--- src/rtl/serial_subtractor.sv ---
// serial_subtractor: multi-cycle WIDTH-bit subtractor computing DIFF = X - Y - BIN,
// DIGIT_W bits per clock, LSB digit first, with the borrow carried in a register
// between digits. A START/BUSY/DONE handshake frames each operation and the
// result is published (with borrow-out, signed overflow and zero flags) only
// once the final digit is done, so partial digits never appear on diff.
module serial_subtractor #(
  parameter int WIDTH   = 16,
  parameter int DIGIT_W = 4
) (
  input  logic             clk,
  input  logic             rst_n,
  input  logic             start,
  input  logic [WIDTH-1:0] x,
  input  logic [WIDTH-1:0] y,
  input  logic             bin,
  output logic             busy,
  output logic             done,
  output logic [WIDTH-1:0] diff,
  output logic             b_out,
  output logic             ovf,
  output logic             zero
);

  // Number of digit cycles per operation; guarded so a bad DIGIT_W still elaborates
  // far enough to reach the parameter check below.
  localparam int N     = (DIGIT_W > 0) ? (WIDTH / DIGIT_W) : 1;
  localparam int CNT_W = (N > 1) ? $clog2(N) : 1;

  // Reject parameter combinations that cannot be split into whole digits.
  generate
    if (WIDTH < 1 || DIGIT_W < 1 || (WIDTH % DIGIT_W) != 0) begin : g_bad_param
      $error("serial_subtractor: DIGIT_W (%0d) must be >= 1 and divide WIDTH (%0d)",
             DIGIT_W, WIDTH);
    end
  endgenerate

  // FIN is the single cycle in which DONE is shown; a START there chains straight
  // into the next operation without passing through IDLE.
  typedef enum logic [1:0] {
    S_IDLE = 2'd0,
    S_RUN  = 2'd1,
    S_FIN  = 2'd2
  } state_t;

  state_t state_reg;
  state_t state_next;

  // Operand shift registers: the active digit is always in the low DIGIT_W bits.
  logic [WIDTH-1:0] x_sh_reg;
  logic [WIDTH-1:0] y_sh_reg;
  // Sign bits of the accepted operands, kept because the shifters lose them.
  logic             x_msb_reg;
  logic             y_msb_reg;
  logic             borrow_reg;
  logic [CNT_W-1:0] cnt_reg;
  // Partial result: new digits enter at the top and move down, so after N digits
  // digit 0 sits at the bottom.
  logic [WIDTH-1:0] res_reg;

  // Published result registers; they change only on the last digit edge or reset.
  logic [WIDTH-1:0] diff_reg;
  logic             b_out_reg;
  logic             ovf_reg;
  logic             zero_reg;

  logic                     accept;
  logic                     last_digit;
  logic [DIGIT_W-1:0]       x_dig;
  logic [DIGIT_W-1:0]       y_dig;
  logic [DIGIT_W-1:0]       d_dig;
  logic [DIGIT_W:0]         bchain;
  logic [WIDTH+DIGIT_W-1:0] res_wide;
  logic [WIDTH-1:0]         res_next;

  // START is honoured in IDLE and in FIN (back-to-back), never while digits run.
  assign accept     = start && (state_reg != S_RUN);
  assign last_digit = (state_reg == S_RUN) && (cnt_reg == CNT_W'(N - 1));

  assign x_dig = x_sh_reg[DIGIT_W-1:0];
  assign y_dig = y_sh_reg[DIGIT_W-1:0];

  // One digit is a ripple of 1-bit full subtractors; the incoming borrow is the
  // registered borrow from the previous (less significant) digit.
  assign bchain[0] = borrow_reg;
  generate
    for (genvar gi = 0; gi < DIGIT_W; gi++) begin : g_fs
      assign d_dig[gi]    = x_dig[gi] ^ y_dig[gi] ^ bchain[gi];
      assign bchain[gi+1] = (~x_dig[gi] & y_dig[gi]) |
                            (~(x_dig[gi] ^ y_dig[gi]) & bchain[gi]);
    end
  endgenerate

  // Concatenate-then-slice works for every legal DIGIT_W, including DIGIT_W == WIDTH.
  assign res_wide = {d_dig, res_reg};
  assign res_next = res_wide[WIDTH+DIGIT_W-1:DIGIT_W];

  // State register.
  always_ff @(posedge clk or negedge rst_n) begin
    if (!rst_n) begin
      state_reg <= S_IDLE;
    end else begin
      state_reg <= state_next;
    end
  end

  // Next-state logic: IDLE -> RUN on start, RUN -> FIN after the last digit,
  // FIN -> RUN on start else IDLE.
  always_comb begin
    state_next = state_reg;
    case (state_reg)
      S_IDLE: begin
        if (start) begin
          state_next = S_RUN;
        end
      end
      S_RUN: begin
        if (last_digit) begin
          state_next = S_FIN;
        end
      end
      S_FIN: begin
        if (start) begin
          state_next = S_RUN;
        end else begin
          state_next = S_IDLE;
        end
      end
      default: begin
        state_next = S_IDLE;
      end
    endcase
  end

  // Handshake outputs decoded from the state alone, so they are glitch-free.
  always_comb begin
    busy = 1'b0;
    done = 1'b0;
    case (state_reg)
      S_RUN:   busy = 1'b1;
      S_FIN:   done = 1'b1;
      default: begin
        busy = 1'b0;
        done = 1'b0;
      end
    endcase
  end

  // Operand capture on accept, then one digit consumed per RUN cycle.
  always_ff @(posedge clk or negedge rst_n) begin
    if (!rst_n) begin
      x_sh_reg   <= '0;
      y_sh_reg   <= '0;
      x_msb_reg  <= 1'b0;
      y_msb_reg  <= 1'b0;
      borrow_reg <= 1'b0;
      cnt_reg    <= '0;
      res_reg    <= '0;
    end else if (accept) begin
      x_sh_reg   <= x;
      y_sh_reg   <= y;
      x_msb_reg  <= x[WIDTH-1];
      y_msb_reg  <= y[WIDTH-1];
      borrow_reg <= bin;
      cnt_reg    <= '0;
      res_reg    <= '0;
    end else if (state_reg == S_RUN) begin
      x_sh_reg   <= x_sh_reg >> DIGIT_W;
      y_sh_reg   <= y_sh_reg >> DIGIT_W;
      borrow_reg <= bchain[DIGIT_W];
      cnt_reg    <= cnt_reg + CNT_W'(1);
      res_reg    <= res_next;
    end
  end

  // Publish difference and flags together on the final digit edge; hold otherwise.
  always_ff @(posedge clk or negedge rst_n) begin
    if (!rst_n) begin
      diff_reg  <= '0;
      b_out_reg <= 1'b0;
      ovf_reg   <= 1'b0;
      zero_reg  <= 1'b0;
    end else if (last_digit) begin
      diff_reg  <= res_next;
      b_out_reg <= bchain[DIGIT_W];
      // Signed overflow: operands of opposite sign and the result sign differs
      // from the minuend sign.
      ovf_reg   <= (x_msb_reg != y_msb_reg) && (res_next[WIDTH-1] != x_msb_reg);
      zero_reg  <= (res_next == '0);
    end
  end

  assign diff  = diff_reg;
  assign b_out = b_out_reg;
  assign ovf   = ovf_reg;
  assign zero  = zero_reg;

endmodule
--- config.mk ---
export PLATFORM = sky130hd
export DESIGN_NAME = serial_subtractor
export DESIGN_NICKNAME = d
export VERILOG_FILES = /design/src/rtl/serial_subtractor.sv
export SDC_FILE = /design/constraint.sdc
export NUM_CORES = 1
export LEC_CHECK = 0
export CAP_MARGIN = 20
export CELL_PAD_IN_SITES_DETAIL_PLACEMENT = 0
export CELL_PAD_IN_SITES_GLOBAL_PLACEMENT = 1
export CORE_UTILIZATION = 42
export CTS_BUF_LIST = sky130_fd_sc_hd__clkbuf_4
export CTS_CLUSTER_DIAMETER = 150
export DETAILED_ROUTE_END_ITERATION = 6
export PLACE_DENSITY = 0.79
export SLEW_MARGIN = 5
export SYNTH_ARGS = -nofsm -noshare
export SYNTH_HDL_FRONTEND = slang
export SYNTH_SLANG_ARGS = --single-unit
--- constraint.sdc ---
create_clock -name clk -period 2.9 [get_ports clk]
set_clock_uncertainty 0.05 [all_clocks]
set_input_delay 0.29 -clock clk [delete_from_list [all_inputs] [get_ports clk]]
set_output_delay 0.29 -clock clk [all_outputs]
set_load 0.02 [all_outputs]
Yosys cells after proc, flatten, opt, wreduce, memory -nomap -nowiden

Index checks and enable logic that the tools add are counted.

Reduce and logical (&&, ||, !) cells: 7
Multiplexer cells: 16
Bitwise operators: 28
Add/subtract/negate cells: 1
Equal/unequal tests: 8

Operators by type and width:

| kind                                                                  | number |
|---|---|
| 16-bit 2-to-1 mux                                                     | 6 |
| 16-bit logical NOT                                                    | 1 |
| 1-bit bitwise AND                                                     | 8 |
| 2-bit 2-to-1 mux                                                      | 4 |
| 1-bit inverter                                                        | 8 |
| 1-bit bitwise XOR                                                     | 8 |
| 2-bit case mux with 3 select lines                                    | 1 |
| 1-bit 2-to-1 mux                                                      | 5 |
| 2-bit equality test, second input constant                            | 2 |
| 2-bit != test, second input constant                                  | 2 |
| 1-bit OR                                                              | 4 |
| 1-bit logical AND                                                     | 3 |
| 2-bit by 1-bit adder with 2-bit output, second input constant         | 1 |
| 2-bit by 1-bit equality test with 1-bit output, second input constant | 1 |
| 2-bit logical NOT                                                     | 1 |
| 1-bit != test                                                         | 2 |
| 2-bit by 1-bit != test with 1-bit output, second input constant       | 1 |
| 2-bit AND reduction                                                   | 1 |
| 2-bit nonzero test                                                    | 1 |

Input port bits: 36
Word-level logic and storage cells: 72
Bits in registers: 74
Output and inout port bits: 21

Logic depth before layout (Yosys ltp)

Gate-level depths: netlist (run 1).

Depth in word-level cells: 12
Gate-level depth with buffers: 9

Worst setup path after synthesis (run 1)

No wires, ideal clock.

Path type: register to register
From: register x_sh_reg[0]
To: register zero_reg (netlist: zero)
Path slack: 0.216 ns
Library setup time: 0.083 ns
Data arrival time: 2.552 ns
Period minus slack after synthesis: 2.684 ns
Path buffers: 0
Cell stages (with the launch flop): 10
Cell sequence: dfrtp_1 inv_1 fa_1 fa_1 fa_1 inv_1 fa_1 nor4_1 nand4_1 o21ai_0

Longest elaborated chain between the ends: 10
Elaborated cells between the ends (all ways): 15

Ends and longest elaborated chain:

| what                   | line | text |
|---|---|---|
| start, declared        | 49   | `logic [WIDTH-1:0] x_sh_reg;` |
| start signal, assigned | 167  | `x_sh_reg <= x_sh_reg >> DIGIT_W;` |
| 1-bit bitwise XOR      | 89   | `(~(x_dig[gi] ^ y_dig[gi]) & bchain[gi]);` |
| 1-bit inverter         | 89   |  |
| 1-bit bitwise AND      | 89   |  |
| 1-bit OR *             | 88   | `assign bchain[gi+1] = (~x_dig[gi] & y_dig[gi]) \|` |
| 1-bit bitwise AND *    | 89   |  |
| 1-bit OR *             | 88   |  |
| 1-bit bitwise AND *    | 89   |  |
| 1-bit OR *             | 88   |  |
| 1-bit bitwise XOR *    | 87   | `assign d_dig[gi] = x_dig[gi] ^ y_dig[gi] ^ bchain[gi];` |
| via d_dig[3]           | 70   | `logic [DIGIT_W-1:0] d_dig;` |
| 16-bit logical NOT *   | 188  | `zero_reg <= (res_next == '0);` |
| end signal, assigned   | 188  |  |
| end, declared          | 64   | `logic zero_reg;` |

Mark *: on every way through the listed nets, which the timed path passes. The rest lies on a longest branch.
A chain may end at the register's enable or synchronous reset.

Worst setup path in the final report (run 1)

Ends and elaborated chain as after synthesis.

==> metrics.yaml, run 1 <==
outcome:
  status: "finished clean"
global_routing:
  antenna_found_initial: 0
  grt_overflow: 0
  grt_pass1_vias: 2107
  grt_max_degree: 79
  grt_usage_pct: 17.7
  grt_pass1_wl_mm: 10.3
synthesis:
  synth_top_area_cell: "dfrtp_1"
  muxShareOfSynthArea_pct: 17.1
  synthFlopType: "dfrtp_1"
  synth_cell_types: 28
  synthesis.area_sq_mm: 0.00307
  yosysWarnings: 0
  yosysTopAreaCellShare_pct: 57.0
  synth_edf_count: 0
  synthArstFlopShare_pct: 100
  synthXorXnorAreaFrac_pct: 0
  yosys.area_share.simple_pct: 10.8
  ys_seq_area_share_pct: 57.0
  netlist_instances: 268
  synth_top_family_by_area: "multiplexers"
  synth_seq_cells: 70
  synth_fa_ha_area_share_pct: 3.01
  syn-num-nets: 309
  synth-compound-area-share_pct: 7.78
  avgSynthCellArea_sq_um: 11.5
  synth_area_leaders: "dfrtp_1, mux2i_1, o21ai_0"
routing:
  viasPerCell: 4.84
  dr.pass1.iters: 4
  ant_nets: 0
  first_iter_violations: 66
  wl_mm: 6.00
  wl_per_cell_um: 14.1
  vias: 2057
  drcViolationCount: 0
final_layout:
  regArea_sq_mm: 0.00175
  fin_area_sq_mm: 0.00382
  nNetsFinal: 365
  antennaDiodeCount: 0
  area_growth_syn_to_layout_pct: 24.4
  multiInputGateArea_sq_mm: 0.00120
  nFillCells: 635
  drive_above_1_share_pct: 12.5
  stdcell_count: 425
  utilization_pct: 55.0
floorplan:
  num_rows: 30
  die_h_um: 87.5
  start_util_pct: 44.2
  die_x_um: 87.5
  ios: 57
  core-area_sq_mm: 0.00694
  dieArea_sq_mm: 0.00766
placed_design:
  port_buffers: 56
  place_congestion: 0.732
  pre_cts_ws_ps: -53.5
  dp_hpwl_mm: 4.18
  place_area_sq_mm: 0.00367
  place_inst: 408
critical_path:
  critPathKind: "reg -> reg"
  cp_max_fo: 5
  critPathArrivalTime_ps: 3040
  end_kind: "flip-flop"
  start_kind: "flip-flop"
  worstPathRequired_ps: 3180
power_and_ir_drop:
  total_power_mw: 3.88
  p_leak_nw: 1.78
  p_per_area_mw_per_mm2: 1020
  ir_worst_vdd_uv: 904
clock_tree:
  cts_buffers: 9
  clkTransAtPathRegs_ps: 110
  cts_root_buf: "clkbuf_4"
  worstSkewPairLatency_ps: 400
  cts_tree: "done"
  htreeDepth: 3
  clock_sinks: 70
  cts.path.max_buffers: 2
timing:
  slew-limit-headroom_pct: 55.5
  fin_setup_tns_ps: 0
  rsz0062_at_grt: "no"
  fmax_mhz: 362
  slew_violations: 0
  setup_slack_ps: 141
  worst_slew_pin_slew_ps: 667
  finalCriticalPeriod_ps: 2760
  fin_crit_sh_pct: 95.1
  hold_viol: 0
  setup_viol: 0
  whs_ps: 369
min_path:
  hp-class: "in -> async"
job:
  cap_violations: 0
timing repair:
item	CTS	global route
resized for setup	0	2
hold endpoints to repair	23	0
pin swaps	1	0
setup endpoints to repair	1	2
hold buffers	1	0
buffers inserted	0	0
final cells by class:
cell class	instances	area share [%]
clock buffers	11	2.16
clock inverters	5	1.31
inverters	8	0.786
multi-input cells	174	31.3
flip-flops and latches	70	45.8
well taps	96	3.14
repair buffers	61	15.5
worst max-delay path, cell delays in order (launching register included):
cell     delay [ps]
dfrtp_1         370
inv_1            70
fa_1            430
fa_1            390
fa_1            380
inv_1            90
fa_2            490
nor4_2          160
nand4_1         120
o21ai_0         150
layout by cell type, fill, tap and decap left out, drive strengths merged:
| cell | Yosys | layout |
|---|---|---|
| nand2 | 52 | 52 |
| nor4bb | 1 | 1 |
| mux2 | 15 | 15 |
| nor4b | 1 | 1 |
| nor4 | 2 | 2 |
| nor2b | 3 | 3 |
| nand4 | 1 | 1 |
| a21oi | 2 | 2 |
| o22ai | 1 | 1 |
| nor2 | 8 | 8 |
| nor3b | 1 | 1 |
| a211oi | 1 | 1 |
| nand3b | 1 | 1 |
| o21ai | 43 | 43 |
| clkinv | 0 | 4 |
| dfrtp | 70 | 70 |
| buf | 13 | 6 |
| nand2b | 1 | 1 |
| mux2i | 33 | 33 |
| ha | 1 | 1 |
| bufinv | 0 | 1 |
| clkdlybuf4s50 | 0 | 54 |
| dlygate4sd3 | 0 | 1 |
| inv | 8 | 8 |
| clkbuf | 3 | 11 |
| nand3 | 3 | 3 |
| fa | 4 | 4 |
final timing paths:
check                                 start            to  slack (ps)  depth (start not counted)
min in group clk                      x[12]  x_sh_reg[12]         440                          3
worst max register to register  x_sh_reg[0]          zero         140                          9
worst max-delay path            x_sh_reg[0]          zero         140                          9
worst min-delay path                  rst_n       diff[0]         370                          2
max in group asynchronous             rst_n    res_reg[8]        1650                          3
worst min register to register         zero          zero         440                          2
cells in the mapped netlist, types with 2 or more instances:
library cell	n
clkbuf_2	2
dfrtp_1	70
mux2i_1	33
nor4_1	2
nand3_1	3
mux2_2	8
buf_2	5
a21oi_1	2
inv_1	7
nor2_1	8
mux2_4	7
buf_4	7
fa_1	4
o21ai_0	43
nand2_1	52
nor2b_1	3
cell families (layout without fill, tap and decap cells):
| group | after synthesis | count (layout) |
|---|---|---|
| adders and majority gates | 5 | 5 |
| muxes | 48 | 48 |
| DFF | 70 | 70 |
| and+or+nand+nor | 74 | 74 |
| buffers and inverters | 24 | 85 |
| AOI/OAI and AO/OA | 47 | 47 |
report_power, final:
group / internal [mW] / switching (mW) / total [mW]
registers: 1.39 / 0.285 / 1.67
clock network: 0.277 / 0.316 / 0.593
logic: 0.769 / 0.849 / 1.62
total: 2.43 / 1.45 / 3.88
layer usage:
| layer | GRT usage, % | share of wire [%] | up-vias |
|---|---|---|---|
| met5 | 0 | 0 | - |
| met2 | 29.5 | 49 | 54 |
| met4 | 4.47 | 1.5 | 0 |
| li1 | - | - | 1028 |
| met3 | 7.11 | 5.8 | 8 |
| met1 | 21.6 | 44 | 967 |
No activity file was read; power rests on OpenSTA's default activity.
==> run 2, diff against run 1 <==
SLEW_MARGIN = unset   (was 5)
==> results of run 2 <==
The final DEF is identical to that of run 1; final timing and power are the same.
